--- config.mk ---
export PLATFORM = sky130hd
export DESIGN_NAME = fft_out_reorder
export DESIGN_NICKNAME = d
export VERILOG_FILES = /design/src/rtl/fft_out_reorder.sv
export SDC_FILE = /design/constraint.sdc
export NUM_CORES = 1
export LEC_CHECK = 0
export ABC_AREA = 1
export BUFFER_PORTS_ARGS = -buffer_cell sky130_fd_sc_hd__buf_2
export CORE_AREA = 3 3 314 316
export DETAILED_ROUTE_END_ITERATION = 6
export DIE_AREA = 0 0 317 319
export MAX_ROUTING_LAYER = met4
export SLEW_MARGIN = 30
export SYNTH_ARGS = -nofsm -noshare
export SYNTH_HDL_FRONTEND = slang
export SYNTH_SLANG_ARGS = --single-unit
--- constraint.sdc ---
create_clock -name clk -period 5.6 [get_ports clk]
set_clock_uncertainty 0.05 [all_clocks]
set_input_delay 0.56 -clock clk [delete_from_list [all_inputs] [get_ports clk]]
set_output_delay 0.56 -clock clk [all_outputs]
set_load 0.02 [all_outputs]
--- src/rtl/fft_out_reorder.sv ---
`default_nettype none
// ============================================================================
// Module   : fft_out_reorder
// Summary  : Ping-pong reorder of bit-reversed FFT frames into natural order.
//            Define FFT_OUT_SCALE_EN to divide each output word by 2^N.
// Revision : 1.0 - initial release
// ============================================================================
module fft_out_reorder #(
    parameter int N = 3,
    parameter int W = 32
) (
    input  logic         clk,
    input  logic         reset_n,
    input  logic         start_ip,
    input  logic [W-1:0] ip_re,
    input  logic [W-1:0] ip_im,
    output logic         start_op,
    output logic         op_valid,
    output logic [W-1:0] op_re,
    output logic [W-1:0] op_im,
    output logic [N-1:0] op_idx,
    output logic         bank_err
);
    localparam int           c_depth    = 1 << N;
    localparam logic [N-1:0] c_last_idx = {N{1'b1}};
    localparam logic [N-1:0] c_one      = N'(1);

    typedef enum logic [0:0] {W_IDLE = 1'b0, W_FILL = 1'b1} wr_state_t;
    typedef enum logic [0:0] {R_IDLE = 1'b0, R_DRAIN = 1'b1} rd_state_t;

    wr_state_t      r_wr_state, w_wr_state_nxt;
    rd_state_t      r_rd_state, w_rd_state_nxt;
    logic [N-1:0]   r_wk, w_wk_nxt;
    logic [N-1:0]   r_ridx;
    logic           r_wb, r_rb;
    logic [1:0]     r_full, w_full_nxt;
    logic           w_wr_en, w_wr_done;
    logic [N-1:0]   w_wr_addr;
    logic           w_rd_fire, w_rd_last;
    logic           w_avail_cur, w_avail_oth;
    logic [2*W-1:0] w_rd_word;
    logic [W-1:0]   w_rd_re, w_rd_im;
    logic [2*W-1:0] r_mem [2][c_depth];

    function automatic logic [N-1:0] bitrev(input logic [N-1:0] a);
        logic [N-1:0] r;
        for (int i = 0; i < N; i++) r[i] = a[N-1-i];
        return r;
    endfunction

    always_comb begin
        w_wr_state_nxt = r_wr_state;
        w_wk_nxt       = r_wk;
        w_wr_en        = 1'b0;
        w_wr_done      = 1'b0;
        w_wr_addr      = bitrev(r_wk);
        if (start_ip) begin
            // A start while filling abandons the partial frame in the same bank.
            w_wr_en        = 1'b1;
            w_wr_addr      = '0;
            w_wk_nxt       = c_one;
            w_wr_state_nxt = W_FILL;
        end else if (r_wr_state == W_FILL) begin
            w_wr_en  = 1'b1;
            w_wk_nxt = r_wk + c_one;
            if (r_wk == c_last_idx) begin
                w_wr_done      = 1'b1;
                w_wr_state_nxt = W_IDLE;
            end
        end
    end

    // A frame completing this cycle counts as available so the drain starts without a bubble.
    assign w_avail_cur = r_full[r_rb]  | (w_wr_done & (r_wb == r_rb));
    assign w_avail_oth = r_full[~r_rb] | (w_wr_done & (r_wb != r_rb));

    always_comb begin
        w_rd_state_nxt = r_rd_state;
        w_rd_fire      = 1'b0;
        w_rd_last      = 1'b0;
        case (r_rd_state)
            R_IDLE: begin
                if (w_avail_cur) begin
                    w_rd_fire      = 1'b1;
                    w_rd_state_nxt = R_DRAIN;
                end
            end
            R_DRAIN: begin
                w_rd_fire = 1'b1;
                if (r_ridx == c_last_idx) begin
                    w_rd_last = 1'b1;
                    if (!w_avail_oth) w_rd_state_nxt = R_IDLE;
                end
            end
            default: w_rd_state_nxt = R_IDLE;
        endcase
    end

    always_comb begin
        w_full_nxt = r_full;
        if (w_rd_last) w_full_nxt[r_rb] = 1'b0;
        if (w_wr_done) w_full_nxt[r_wb] = 1'b1;
    end

    assign w_rd_word = r_mem[r_rb][r_ridx];

`ifdef FFT_OUT_SCALE_EN
    assign w_rd_re = $signed(w_rd_word[2*W-1:W]) >>> N;
    assign w_rd_im = $signed(w_rd_word[W-1:0]) >>> N;
`else
    assign w_rd_re = w_rd_word[2*W-1:W];
    assign w_rd_im = w_rd_word[W-1:0];
`endif

    always_ff @(posedge clk) begin
        if (w_wr_en) r_mem[r_wb][w_wr_addr] <= {ip_re, ip_im};
    end

    always_ff @(posedge clk or negedge reset_n) begin
        if (!reset_n) begin
            r_wr_state <= W_IDLE;
            r_rd_state <= R_IDLE;
            r_wk       <= '0;
            r_ridx     <= '0;
            r_wb       <= 1'b0;
            r_rb       <= 1'b0;
            r_full     <= '0;
            bank_err   <= 1'b0;
        end else begin
            r_wr_state <= w_wr_state_nxt;
            r_rd_state <= w_rd_state_nxt;
            r_wk       <= w_wk_nxt;
            r_full     <= w_full_nxt;
            bank_err   <= bank_err | (w_wr_done & r_full[r_wb]);
            if (w_wr_done) r_wb <= ~r_wb;
            if (w_rd_last) r_rb <= ~r_rb;
            if (w_rd_fire) r_ridx <= r_ridx + c_one;
        end
    end

    always_ff @(posedge clk or negedge reset_n) begin
        if (!reset_n) begin
            start_op <= 1'b0;
            op_valid <= 1'b0;
            op_idx   <= '0;
            op_re    <= '0;
            op_im    <= '0;
        end else begin
            start_op <= w_rd_fire & (r_ridx == '0);
            op_valid <= w_rd_fire;
            op_idx   <= w_rd_fire ? r_ridx  : '0;
            op_re    <= w_rd_fire ? w_rd_re : '0;
            op_im    <= w_rd_fire ? w_rd_im : '0;
        end
    end
endmodule
`default_nettype wire

Word level (Yosys, flattened, before mapping)
Memories as Yosys holds them, arrays and structs flattened.
Index checks and enable logic that the tools add are counted.

word-level totals
  register bits after elaboration = 82
  input bits = 67
  memory bits (writable) = 1,024
  memories = 1
  output and inout bits = 70
  logic and storage cells = 88

cells by class
  order comparisons = 8
  equal/unequal tests = 4
  bitwise gates (word level) = 15
  reduce and logical (&&, ||, !) cells = 5
  add/sub/neg operators = 2
  muxes and demuxes = 40

memories
  memory  depth  width  read ports  clocked after memory_dff  write ports  line  source
  r_mem   2      512    1           0                         1            43    logic [2*W-1:0] r_mem [2][c_depth];

operators by type and width
  operator                                                   count
  2-to-1 mux 512 bit                                         1
  binary-select mux 64 bit (select 3 bit)                    1
  demux 64 bit (select 3 bit)                                1
  2-to-1 mux 64 bit                                          3
  2-to-1 mux 32 bit                                          2
  2-to-1 mux 1 bit                                           22
  2-to-1 mux 3 bit                                           4
  greater-or-equal comparator 4 bit (second input constant)  2
  inverter 3 -> 4 bit                                        2
  adder 3 x 1 -> 3 bit (second input constant)               2
  equality test 3 bit (second input constant)                2
  < comparator 1 x 2 -> 1 bit (second input constant)        3
  bitwise AND 1 bit                                          4
  < comparator 4 x 1 -> 1 bit (second input constant)        1
  2-to-1 mux 2 bit                                           2
  one-hot mux 1 bit (2 select lines)                         2
  logical AND 1 bit                                          3
  logical NOT 3 bit                                          1
  inverter 1 bit                                             3
  OR 1 bit                                                   3
  bitwise AND 2 bit                                          1
  demux 1 bit (select 1 bit)                                 2
  greater-or-equal comparator 1 bit (second input constant)  2
  inverter 2 bit                                             1
  4 further kinds                                            4

Logic depth before layout (Yosys ltp)
  depth in word-level cells = 9
  depth in mapped cells = 10
  gate-level depth less buffers = 9

Worst setup path after synthesis
No wires, ideal clock.

  kind = input to register
  from = in start_ip
  to = mem r_mem[0][256] (netlist name) (enable)
  data required time = 4.985 ns
  arrival = 5.289 ns
  setup slack = -0.303 ns
  buffers on the path = 0
  cell stages on the path = 5
  setup time = 0.565 ns
  path through = inv_1 -> nand2_1 -> nor2_1 -> inv_1 -> nor3_1

between the ends
  longest elaborated chain between the ends = 7
  elaborated cells on any way between the ends = 10
  classes of those cells = 2 x order compare; 6 x mux; 1 x bitwise; 1 x reduce/logical

RTL lines
  what                                                                                                    line  source
  start, declared                                                                                         14    input logic start_ip,
  2-to-1 mux 3 bit                                                                                        57    if (start_ip) begin
  inverter 3 -> 4 bit (not written as such)                                                               116   if (w_wr_en) r_mem[r_wb][w_wr_addr] <= {ip_re, ip_im};
  greater-or-equal comparator 4 bit (not written as such) or < comparator 4 x 1 -> 1 bit (tied branches)  116
  logical AND 1 bit (not written as such)                                                                 116
  2-to-1 mux 64 bit (not written as such)                                                                 116
  demux 64 bit (select 3 bit)                                                                             116
  2-to-1 mux 512 bit (not written as such) *                                                              116
  end, declared                                                                                           43

Mark *: on every way between the ends. The rest lies on a longest branch, timed or not.

Worst setup path after layout
  from = reg r_rb
  to = reg op_re[25]

between the ends
  longest elaborated chain between the ends = 6
  elaborated cells on any way between the ends = 12
  classes of those cells = 1 x eq/ne; 8 x mux; 2 x bitwise; 1 x memory

RTL lines
  what                                                               line  source
  start, declared                                                    35    logic r_wb, r_rb;
  start signal, assigned                                             136   if (w_rd_last) r_rb <= ~r_rb;
  branches (longest 5 deep; another with memory read (2 x 512 bit))  -
  2-to-1 mux 32 bit *                                                152   op_re <= w_rd_fire ? w_rd_re : '0;
  end signal, assigned                                               152
  end, declared                                                      19    output logic [W-1:0] op_re,

Mark *: on every way between the ends. The select of a mux whose other input is x is not followed.
A chain may end at the register's enable or synchronous reset.

==> reports/metrics.yaml <==
core.rowCount: 114
reg2reg_from: "r_rb$_DFFE_PN0N_"
r2r_slack_ns: 2.22
synth_most_common_cell: "nand2_1"
cts_inserted_buffers: 111
fin_tns_setup_ns: 0
period_share_pct: 60.32
cts.clk_slew.worst_paths_ns: 0.06
max_freq_mhz: 296.0
remaining_drc_errors: 0
tightest_slew_ns: 0.9847
cap_violations: 0
syn_to_final_growth_pct: 12.88
postCtsSetupRepairBufs: 0
start_kind: "register"
dr_total_vias: 26850
fin_crit_ns: 3.378
path_cells: "inv_8 > nand2_1 > nand2_1 > nand2_2 > a21oi_4 > buf_16 > buf_4 > nand2_1 > nand2_1"
synthTopCellsByCount: "nand2_1, edfxtp_1, nand3_1"
path_common_cell: "nand2_1"
synth.cell_area_um2: 43200
drive_gt1_share_pct: 10.27
ys_warn_count: 0
relSlewSlack_pct: 34.35
arrival_ns: 3.92
fp.dieH_um: 319
clk-insertion-delay-late_ns: 0.67
pwr-share-seq_pct: 41.7
cp_max_fo: 151
grt_pass1_wl_mm: 162.5
cts_tree: "built"
path_buf_inv: 3
ff2ff_path_depth: 9
ys_types: 22
wl_per_cell_um: 21.64
swShare_pct: 35.71
antenna_found_initial: 11
root_buffer: "clkbuf_16"
p_int_uw: 16150
ctsResizeCount: 0
grt_max_degree: 214
io_pins: 137
critical-path-max-stage-delay_ns: 0.73
drt_iter0_markers: 2535
syn_area_per_cell_um2: 12.24
clock-sinks: 1106
holdPathEnd: "r_wb$_DFFE_PN0P_"
drv_slew: 0
clockPowerShare_pct: 28.7
die_area_um2: 101100
n_fill_cell: 8260
status: "completed"
yosys-top-cells-area: "edfxtp_1, nand2_1, nand3_1"
synth-edff-count: 1024
p_per_area_nw_per_um2: 515.1
finalHoldViolCount: 0
yosysTopAreaCellShare_pct: 71.17
syn-num-nets: 3601
vdd_drop_max_uv: 297.5
min_delay_path_depth: 4
grt_pass1_vias: 25370
die_w_um: 317
routed_wl_mm: 108.3
async_flop_share_pct: 7.414
ant_nets: 0
p_switching_uw: 8972
clk_path_buf_depth: 3
end_kind: "register"
syn_inst: 3529
startpoint: "r_rb$_DFFE_PN0N_"
grt_usage_pct: 21.88
post_drt_via_cell_ratio: 5.365
worstReg2RegEnd: "op_re[25]$_DFF_PN0_"
setup_viol: 0
ys.flop_type: "edfxtp_1"
htreeDepth: 3
path_class: "reg2reg"
grt.overflow.total: 0
initial_core_util_pct: 44.87
required_ns: 6.14
ys_seq_area_share_pct: 75.92
port-buffer-count: 136
drt-pass1-iter-count: 7
core_um2: 96280
hold_slack_ns: 0.1953
nNetsFinal: 3697
hold_class: "in2reg"
cts-hold-fix-buffers: 1
synth_area_leader_cell: "edfxtp_1"
combPwrFrac_pct: 29.7
place_congestion: 0.7458
rsz0062_at_grt: "no"
cpMaxStageDelayCell: "inv_8"
hold_start: "start_ip"
p_leak_uw: 0.01819
synth-seq-cells: 1106
hpwl_mm: 54.18
path_delay_family: "buffers and inverters"
per-layer routing:
| metal | part of all wire, % | vias up | track usage (%) |
|---|---|---|---|
| met1 | 44 | 13370 | 30.55 |
| li1 | - | 12530 | - |
| met4 | 2.1 | 0 | 5.740 |
| met5 | 0 | - | - |
| met2 | 48 | 787 | 33.94 |
| met3 | 6.0 | 159 | 3.132 |
sequential cells by signal, summed over array words and instances, names as in the netlist:
register,flops
r_mem,1024
op_im,32
op_re,32
op_idx,3
r_ridx,3
r_wk,3
r_full,2
bank_err,1
op_valid,1
r_rb,1
r_rd_state,1
r_wb,1
r_wr_state,1
start_op,1
tightest hold or removal path, delay by kind of cell:
kind	cells	cell delay, ns
simple gates	3	0.18
buf+inv	1	0.13
cell type report:
class / count / area (um2) / area share (%)
Antenna cell: 7 / 17.52 / 0.03592
Clock buffer: 167 / 3202 / 6.565
Clock inverter: 42 / 350.3 / 0.7184
Inverter: 15 / 83.83 / 0.1719
Multi-Input combinational cell: 2194 / 9402 / 19.28
Sequential cell: 1106 / 32810 / 67.28
Tap cell: 1276 / 1597 / 3.274
Timing Repair Buffer: 197 / 1304 / 2.673
through the flow:
stage | power [uW] | setup WS (ns) | instances | utilization [%] | cell area [um2]
5_1_grt | 26510 | 1.958 | 5003 | 50.65 | 48770
6_report | 25120 | 2.222 | 5004 | 50.65 | 48770
3_3_place_gp | 18020 | 1.783 | 4782 | 46.76 | 45020
4_1_cts | 25330 | 2.004 | 4996 | 50.58 | 48700
3_5_place_dp | 18170 | 2.032 | 4786 | 46.88 | 45140
2_1_floorplan | 15570 | -0.3034 | 3529 | - | 43200
power groups by stage:
stage	sequential, uW	clock [uW]	combinational, uW
6_report	10500	7200	7450
5_1_grt	10500	7660	8320
4_1_cts	10500	7320	7540
3_5_place_dp	10600	0	7530
3_3_place_gp	10600	0	7380
2_1_floorplan	10600	0	4980
worst max-delay path by stage:
stage               cells past startpoint  slack (ns)                      end
floorplan                               5       -0.30  r_mem[0][256]$_DFFE_PP_
global placement                        8        1.78      op_re[15]$_DFF_PN0_
detailed placement                      9        2.03      op_re[27]$_DFF_PN0_
CTS                                     9        2.00       op_im[4]$_DFF_PN0_
global route                            9        1.96      op_re[26]$_DFF_PN0_
finish                                  9        2.22      op_re[25]$_DFF_PN0_
cells by family after synthesis:
kind of cell               Yosys count  share of synthesized area, %
DFF                               1106                         75.92
buffers and inverters              229                         2.540
and+or+nand+nor                   2174                         21.18
adders and majority gates            5                        0.1448
AOI/OAI and AO/OA                   15                        0.2143
layout by cell type, fill, tap and decap left out:
cell type and instances:
buf_12 3, buf_4 47, nor2_2 2, dlygate4sd3_1 1, buf_16 5, nand2_1 1370
nor3_2 12, clkinv_2 18, o21ai_0 10, inv_6 3, clkbuf_8 15, bufinv_16 5
diode_2 7, inv_8 2, nand3_1 772, clkinv_1 12, clkinvlp_4 3, a21oi_4 2
nand2_2 1, dfrtp_4 3, clkbuf_1 38, nor2_1 13, buf_2 135, o31ai_1 1
clkbuf_16 114, ha_1 5, edfxtp_1 1024, clkinv_8 2, dfrtp_1 79, nor2_4 4
inv_1 12, buf_6 6, a21oi_1 2
No activity file was read; power rests on OpenSTA's default activity.
